**config.mk**
```make
export PLATFORM = sky130hd
export DESIGN_NAME = regfile_mp_flat
export DESIGN_NICKNAME = d
export VERILOG_FILES = /design/src/rtl/regfile_mp_if.sv /design/src/rtl/regfile_mp.sv /design/src/flat_wrapper.sv
export SDC_FILE = /design/constraint.sdc
export NUM_CORES = 2
export LEC_CHECK = 0
export CAP_MARGIN = 20
export CORE_MARGIN = 2
export CORE_UTILIZATION = 55
export CTS_BUF_LIST = sky130_fd_sc_hd__clkbuf_2 sky130_fd_sc_hd__clkbuf_4 sky130_fd_sc_hd__clkbuf_8
export DETAILED_ROUTE_END_ITERATION = 10
export PLACE_DENSITY = 0.72
export SYNTH_ARGS = -nofsm -noshare
export SYNTH_HDL_FRONTEND = slang
export SYNTH_SLANG_ARGS = --single-unit
```
**constraint.sdc**
```tcl
create_clock -name clk -period 3.7 [get_ports clk]
set_input_delay 0.37 -clock clk [delete_from_list [all_inputs] [get_ports clk]]
set_output_delay 0.37 -clock clk [all_outputs]
set_load 0.05 [all_outputs]
```
**src/rtl/regfile_mp_if.sv**
```systemverilog
// Bus bundle for regfile_mp: packed read ports, writeback, issue and bulk-clear
// controls. The master (decode stage) drives requests; the slave is the register file.
interface regfile_mp_if #(
    parameter int DATA_W = 32,
    parameter int ADDR_W = 5,
    parameter int NUM_RD = 2
);
    // Handshake: wt_en, iss_en and clr_req are qualifying strobes sampled on the
    // rising edge with no back-pressure; while clr_busy is high every strobe is
    // dropped, so the master must hold off or accept the loss.
    logic [NUM_RD*ADDR_W-1:0] rd_addr;
    logic [NUM_RD*DATA_W-1:0] rd_data;
    logic [NUM_RD-1:0]        rd_busy;
    logic                     wt_en;
    logic [ADDR_W-1:0]        wt_addr;
    logic [DATA_W-1:0]        wt_data;
    logic                     iss_en;
    logic [ADDR_W-1:0]        iss_addr;
    logic                     clr_req;
    logic                     clr_busy;
    logic                     dbg_state;

    modport master (
        output rd_addr, wt_en, wt_addr, wt_data, iss_en, iss_addr, clr_req,
        input  rd_data, rd_busy, clr_busy, dbg_state
    );

    modport slave (
        input  rd_addr, wt_en, wt_addr, wt_data, iss_en, iss_addr, clr_req,
        output rd_data, rd_busy, clr_busy, dbg_state
    );
endinterface

```
**src/rtl/regfile_mp.sv**
```systemverilog
// Multi-read-port GPR bank with busy scoreboard and sequenced bulk clear; r0 is zero.
// Optional same-cycle write forwarding is enabled by defining REGFILE_BYPASS_EN.
module regfile_mp #(
    parameter int DATA_W = 32,
    parameter int ADDR_W = 5,
    parameter int NUM_RD = 2
) (
    input logic        clk,
    input logic        rst_n,
    regfile_mp_if.slave bus
);
    localparam int DEPTH = 2 ** ADDR_W;
    localparam logic [ADDR_W-1:0] LAST = {ADDR_W{1'b1}};

    typedef enum logic {IDLE = 1'b0, CLEAR = 1'b1} state_t;

    state_t            state_q, state_d;
    logic [ADDR_W-1:0] cnt_q, cnt_d;
    logic [DATA_W-1:0] regs [DEPTH];
    logic [DEPTH-1:0]  busy;
    logic              wt_ok;
    logic              iss_ok;

    // A clear request in IDLE swallows any write or issue presented alongside it.
    assign wt_ok  = (state_q == IDLE) && !bus.clr_req && bus.wt_en  && (bus.wt_addr  != '0);
    assign iss_ok = (state_q == IDLE) && !bus.clr_req && bus.iss_en && (bus.iss_addr != '0);

    always_ff @(posedge clk or negedge rst_n) begin
        if (!rst_n) begin
            state_q <= IDLE;
            cnt_q   <= '0;
        end else begin
            state_q <= state_d;
            cnt_q   <= cnt_d;
        end
    end

    always_comb begin
        state_d = state_q;
        cnt_d   = cnt_q;
        case (state_q)
            IDLE: begin
                if (bus.clr_req) begin
                    state_d = CLEAR;
                    cnt_d   = ADDR_W'(1);
                end
            end
            CLEAR: begin
                cnt_d = cnt_q + ADDR_W'(1);
                if (cnt_q == LAST) state_d = IDLE;
            end
            default: state_d = IDLE;
        endcase
    end

    // Issue is applied after write so a same-address pair leaves the register busy.
    always_ff @(posedge clk or negedge rst_n) begin
        if (!rst_n) begin
            for (int i = 0; i < DEPTH; i++) regs[i] <= '0;
            busy <= '0;
        end else begin
            if ((state_q == IDLE) && bus.clr_req) busy <= '0;
            if (wt_ok) begin
                regs[bus.wt_addr] <= bus.wt_data;
                busy[bus.wt_addr] <= 1'b0;
            end
            if (iss_ok) busy[bus.iss_addr] <= 1'b1;
            if (state_q == CLEAR) regs[cnt_q] <= '0;
        end
    end

    logic [DATA_W-1:0] rd_d [NUM_RD];
    logic [NUM_RD-1:0] rd_b;

    for (genvar k = 0; k < NUM_RD; k++) begin : g_rd
        logic [ADDR_W-1:0] a;
        logic [DATA_W-1:0] arr_d;
        logic              arr_b;

        assign a     = bus.rd_addr[k*ADDR_W +: ADDR_W];
        assign arr_d = (a == '0) ? '0 : regs[a];
        assign arr_b = (state_q == IDLE) && (a != '0) && busy[a];
`ifdef REGFILE_BYPASS_EN
        logic fwd;
        assign fwd     = (state_q == IDLE) && bus.wt_en && (bus.wt_addr == a) && (a != '0);
        assign rd_d[k] = fwd ? bus.wt_data : arr_d;
        assign rd_b[k] = fwd ? (bus.iss_en && (bus.iss_addr == a)) : arr_b;
`else
        assign rd_d[k] = arr_d;
        assign rd_b[k] = arr_b;
`endif
    end

    always_comb begin
        bus.rd_data = '0;
        for (int k = 0; k < NUM_RD; k++) bus.rd_data[k*DATA_W +: DATA_W] = rd_d[k];
    end

    assign bus.rd_busy   = rd_b;
    assign bus.clr_busy  = (state_q == CLEAR);
    assign bus.dbg_state = state_q;
endmodule

```
**src/flat_wrapper.sv**
```systemverilog
// flat-port wrapper written by rule: the top's interface ports become plain ports
module regfile_mp_flat 
#(
    parameter int DATA_W = 32,
    parameter int ADDR_W = 5,
    parameter int NUM_RD = 2
)
  (clk, rst_n, bus_rd_addr, bus_wt_en, bus_wt_addr, bus_wt_data, bus_iss_en, bus_iss_addr, bus_clr_req, bus_rd_data, bus_rd_busy, bus_clr_busy, bus_dbg_state);
  regfile_mp_if #(.DATA_W(DATA_W), .ADDR_W(ADDR_W), .NUM_RD(NUM_RD)) bus_i ();
  input logic clk;
  input logic rst_n;
  input wire logic [$bits(bus_i.rd_addr)-1:0] bus_rd_addr;
  input wire logic [$bits(bus_i.wt_en)-1:0] bus_wt_en;
  input wire logic [$bits(bus_i.wt_addr)-1:0] bus_wt_addr;
  input wire logic [$bits(bus_i.wt_data)-1:0] bus_wt_data;
  input wire logic [$bits(bus_i.iss_en)-1:0] bus_iss_en;
  input wire logic [$bits(bus_i.iss_addr)-1:0] bus_iss_addr;
  input wire logic [$bits(bus_i.clr_req)-1:0] bus_clr_req;
  output wire logic [$bits(bus_i.rd_data)-1:0] bus_rd_data;
  output wire logic [$bits(bus_i.rd_busy)-1:0] bus_rd_busy;
  output wire logic [$bits(bus_i.clr_busy)-1:0] bus_clr_busy;
  output wire logic [$bits(bus_i.dbg_state)-1:0] bus_dbg_state;
  assign bus_i.rd_addr = bus_rd_addr;
  assign bus_i.wt_en = bus_wt_en;
  assign bus_i.wt_addr = bus_wt_addr;
  assign bus_i.wt_data = bus_wt_data;
  assign bus_i.iss_en = bus_iss_en;
  assign bus_i.iss_addr = bus_iss_addr;
  assign bus_i.clr_req = bus_clr_req;
  assign bus_rd_data = bus_i.rd_data;
  assign bus_rd_busy = bus_i.rd_busy;
  assign bus_clr_busy = bus_i.clr_busy;
  assign bus_dbg_state = bus_i.dbg_state;
  regfile_mp #(.DATA_W(DATA_W), .ADDR_W(ADDR_W), .NUM_RD(NUM_RD)) u_core (.clk(clk), .rst_n(rst_n), .bus(bus_i));
endmodule
```
# Word-level counts from Yosys, hierarchy flattened
# Cells that the tools add are included.
[totals]
ff_bits = 1062
inputBits = 57
out_inout_bits = 68
elab_cells = 112
[op_classes]
n_eq_ne = 2
n_addsub = 1
reduce_logical = 21
muxes = 31
order_cmp = 12
bitwise_logic = 10
[ops]
columns = ["cell", "n"]
rows = [
  ["two-way mux 1024 bit", 2],
  ["bitwise AND 1024 bit", 1],
  ["bitwise mux 1024 bit", 1],
  ["NOT 1024 bit", 1],
  ["two-way mux 32 bit", 11],
  ["binary-select mux 32 bit (select 5 bit)", 2],
  ["demux 32 bit (select 5 bit)", 2],
  ["bitwise AND 32 bit", 1],
  ["NOT 32 bit", 1],
  ["bitwise OR 32 bit", 1],
  ["greater-or-equal comparator 6 bit, second input constant", 4],
  ["< comparator 5 x 6 -> 1 bit, second input constant", 4],
  ["NOT 5 -> 6 bit", 4],
  ["nonzero test 5 bit", 4],
  ["logical AND 1 bit", 14],
  ["< comparator 6 x 1 -> 1 bit, second input constant", 2],
  ["binary-select mux 1 bit (select 5 bit)", 2],
  ["demux 1 bit (select 5 bit)", 2],
  ["greater-or-equal comparator 5 x 1 -> 1 bit, second input constant", 2],
  ["logical NOT 5 bit", 2],
  ["case mux 5 bit (2 select lines)", 1],
  ["two-way mux 1 bit", 6],
  ["adder 5 x 1 -> 5 bit, second input constant", 1],
  ["== test 5 bit, second input constant", 1],
  ["5 further kinds", 5],
]

# Logic depth before layout (Yosys ltp)
[depth]
ltp_word = 9
mapped_depth = 9
mapped_depth_nobuf = 5

# Worst setup path before layout
# Ideal clock, no wire load.
[synth_path]
path_type = "input to output"
start = "input bus_rd_addr[6]"
end = "output bus_rd_data[61]"
slack_ps = 721
stages = 8
t_required_ps = 3330
path_buffers = 4
arrival_ps = 2609
path_cell_list = "buf_6 buf_8 buf_6 nor2b_1 buf_6 a221oi_1 o21ai_0 a211oi_1"
[synth_between]
elab_chain_cells = 5
word_cells_on_any_way = 6
cone_classes = "mux (4); bitwise (1); reduce/logical (1)"
[synth_rtl]
columns = ["item", "line", "source"]
rows = [
  ["from (decl)", "flat_wrapper.sv:12", "input wire logic [$bits(bus_i.rd_addr)-1:0] bus_rd_addr;"],
  ["NOT 5 -> 6 bit (implied by the code)", "regfile_mp.sv:81", "assign arr_d = (a == '0) ? '0 : regs[a];"],
  ["binary-select mux 32 bit (select 5 bit)", "regfile_mp.sv:81", ""],
  ["two-way mux 32 bit (implied by the code) (2 in a row)", "regfile_mp.sv:81", ""],
  ["two-way mux 32 bit *", "regfile_mp.sv:81", ""],
  ["to (decl)", "flat_wrapper.sv:19", "output wire logic [$bits(bus_i.rd_data)-1:0] bus_rd_data;"],
]
# Every way passes the cells marked *; elsewhere a longest branch is shown, timed or not. The select of a mux whose other input is x is not followed.

# Worst setup path in the final report
[layout_path]
start = "register u_core.regs[23] in the netlist's numbering"
end = "output bus_rd_data[23]"
[layout_between]
elab_chain_cells = 4
[layout_rtl]
columns = ["item", "line", "source"]
rows = [
  ["from (decl)", "regfile_mp.sv:19", "logic [DATA_W-1:0] regs [DEPTH];"],
  ["from (signal, indexed assignment)", "regfile_mp.sv:64", "regs[bus.wt_addr] <= bus.wt_data;"],
  ["binary-select mux 32 bit (select 5 bit)", "regfile_mp.sv:81", ""],
  ["two-way mux 32 bit (implied by the code) (2 in a row)", "regfile_mp.sv:81", ""],
  ["two-way mux 32 bit", "regfile_mp.sv:81", ""],
]
# Every way passes these cells. The select of a mux whose other input is x is not followed.

==> impl_metrics.yaml <==
cts:
  cts_sinks: 1062
  cts_tree: "done"
  htreeDepth: 4
  clk_path_buf_depth: 3
  clk_pin_slew_ps: 60
  numCtsBuffers: 177
  clk_latency_ps: 900
  cts-root-buf: "clkbuf_8"
drt:
  via_count: 55600
  routed_wl_mm: 242
  ant_nets: 0
  via_per_inst: 7.20
  drc: 0
  wl_per_cell_um: 31.4
  drtIter0Drc: 8754
  dr.pass1.iters: 9
yosys:
  synth-compound-area-share_pct: 13.4
  synthMostInstantiatedCell: "nand2_1"
  syn_nets: 6179
  synthAdderAreaFrac_pct: 0.105
  synth_common_cells: "2039 x nand2_1, 1062 x dfrtp_1, 996 x a21oi_1, 453 x mux4_2, 384 x clkbuf_1"
  netlist-cell-type-count: 55
  synth.cell_area_um2: 59600
  yosysSeqAreaShare_pct: 44.6
  synth_top_family_by_area: "multiplexers"
  synthCells: 6117
  ys.flop_type: "dfrtp_1"
  ys_async_sr_fraction_pct: 100
  syn_avg_cell_area_um2: 9.74
  ys_ff_latch: 1062
  synth-edff-count: 0
  post_synth_mux_area_share_pct: 20.9
  yosys.area_share.simple_pct: 15.8
  synth_area_leaders: "dfrtp_1 45%, mux4_2 17%, nand2_1 13%, a21oi_1 8.4%, clkbuf_1 2.4%"
  yosys.area.top_type: "dfrtp_1"
  yosys_warnings: 0
  synth_top_area_share_pct: 44.6
  synthXorXnorAreaFrac_pct: 0
global_routing:
  grt_max_degree: 96
  antenna_found_initial: 5
  grt_pass1_wl_mm: 357
  grt_pass1_vias: 55500
  grt_overflow: 0
  grt_use_total_pct: 43.5
timing:
  worst_slack_ps: -7.14
  clock_skew_ps: 22.8
  slew_headroom_pct: 3.68
  slew_violations: 0
  min_period_over_period_pct: 100
  max_slew.worst_pin.slew_ps: 1440
  rsz0062_at_grt: "false"
  holdWs_ps: 120
  finalHoldViolations: 0
  timing.final.crit_period_ps: 3710
  max_freq_mhz: 270
  finalSetupViolCount: 1
  fin_tns_setup_ps: -7.14
critical_path:
  cp-end-kind: "primary output"
  critPathLaunchType: "flop"
  worst_ep_arrival_time_ps: 3340
  crit_family: "compound AO/OA/AOI/OAI gates"
  crit_chain: "mux4_2 -> a221oi_1 -> a211oi_1 -> buf_12"
  path_max_fanout: 3
  cp_data_required_time_ps: 3330
  path_class: "flop to primary output"
  slowest_delay_ps: 960
  slowest_stage: "a221oi_1"
  critical_path_buf_inv_count: 1
die:
  num_rows: 120
  die_h_um: 333
  io_pins: 125
  die_w_um: 333
  start_util_pct: 55.5
  core-area_um2: 107000
  fp.dieArea_um2: 111000
placed_design:
  routabilityCongestion: 1.01
  place_area_um2: 64500
  hpwl_mm: 151
  numPortBuffers: 124
flow_run:
  maxCapViolCount: 0
final_layout:
  final_area_um2: 68300
  syn_to_final_growth_pct: 14.5
  drive_gt1_share_pct: 22.3
  nets: 6257
outcome:
  status: "finished, violations left"
  violations: "setup timing"
power:
  cellPowerDensity_nw_per_um2: 449
  vdd.ir_drop.worst_mv: 0.411
  power_leakage_uw: 0.0286
worst_hold_path:
  hp-class: "input pin to asynchronous set/reset pin"
[stage by stage]
step | instances | power (uW) | setup WS (ps) | util, %
final | 7728 | 30700 | -7.14 | 63.6
after global routing | 7728 | 31400 | 29.6 | 63.6
after CTS | 7723 | 30300 | 65.2 | 63.5
after detailed placement | 7415 | 19400 | 332 | 60.1
after global placement | 7415 | 19200 | 316 | 60.1
after floorplan | 6117 | 16600 | 721 | -
[report_power, final]
part | switching (uW) | total, uW | internal (uW)
clock | 5060 | 11200 | 6130
combinational | 3870 | 6140 | 2270
sequential | 805 | 13300 | 12500
total | 9740 | 30700 | 20900
[state kept, by name (all words and copies together), names as in the netlist]
name / count
u_core.bus.clr_busy: 1
u_core.busy: 32
u_core.cnt_q: 5
u_core.regs: 1024
[kinds of logic (layout without fill, tap and decap cells)]
family / Yosys count / after routing
fa+ha+maj: 5 / 5
compound gates: 1413 / 1413
flops: 1062 / 1062
simple gates: 2327 / 2327
other cells: 0 / 2
mux: 664 / 664
buf+inv: 646 / 852
[cell usage in the layout, fill, tap and decap left out, types with 24 or more instances in the layout]
cell	instances
a211oi_1	126
a21oi_1	996
a221oi_1	112
and2_1	37
buf_12	128
buf_4	348
clkbuf_4	62
clkbuf_8	223
clkdlybuf4s50_1	49
dfrtp_1	1062
mux2_2	65
mux2i_1	142
mux4_2	453
nand2_1	2039
nand3_1	25
nand3_2	27
nor2_4	24
nor2b_1	71
o21ai_0	88
o21ai_1	46
[metal layers]
metal / up-vias / track usage (%) / wire length, um
met5: - / 0.391 / 68
met4: 8 / 34.9 / 22900
met3: 1388 / 17.4 / 38500
met2: 5368 / 61.1 / 102000
met1: 27200 / 53.3 / 79100
li1: 21700 / - / -
[worst paths after layout]
check / depth (start not counted) / end / start / slack, ps
max: 4 / bus_rd_data[23] / u_core.regs[23] / -7
min: 2 / u_core.regs[144] / rst_n / 120
max reg2reg: 5 / u_core.busy[21] / u_core.bus.clr_busy / 750
min reg2reg: 1 / u_core.regs[1003] / u_core.regs[1003] / 520
max in group asynchronous: 3 / u_core.regs[771] / rst_n / 2470
min in group clk: 4 / u_core.regs[14] / bus_wt_data[14] / 330
[layout make-up]
class,instances,area [um2]
sequential,1062,26600
antenna,2,5.00
clock buffer,282,3510
timing repair buffer,538,5810
fill,8553,39100
inverter,7,28.8
multi-input combinational,4409,30400
clock inverter,25,218
tap,1403,1760
[worst register-to-register path, delay by kind of cell (launching register included)]
| kind | cells | cell delay (ps) |
|---|---|---|
| buffers and inverters | 1 | 340 |
| AOI/OAI and AO/OA | 1 | 110 |
| DFF | 1 | 550 |
| and+or+nand+nor | 3 | 1810 |
[repair_timing]
item	in CTS	in global routing
setup buffers	0	0
endpoints found under the setup margin	0	3
resized for setup	0	4
hold endpoints to repair	50	0
hold buffers	1	0
(Power assumes the default switching activity.)
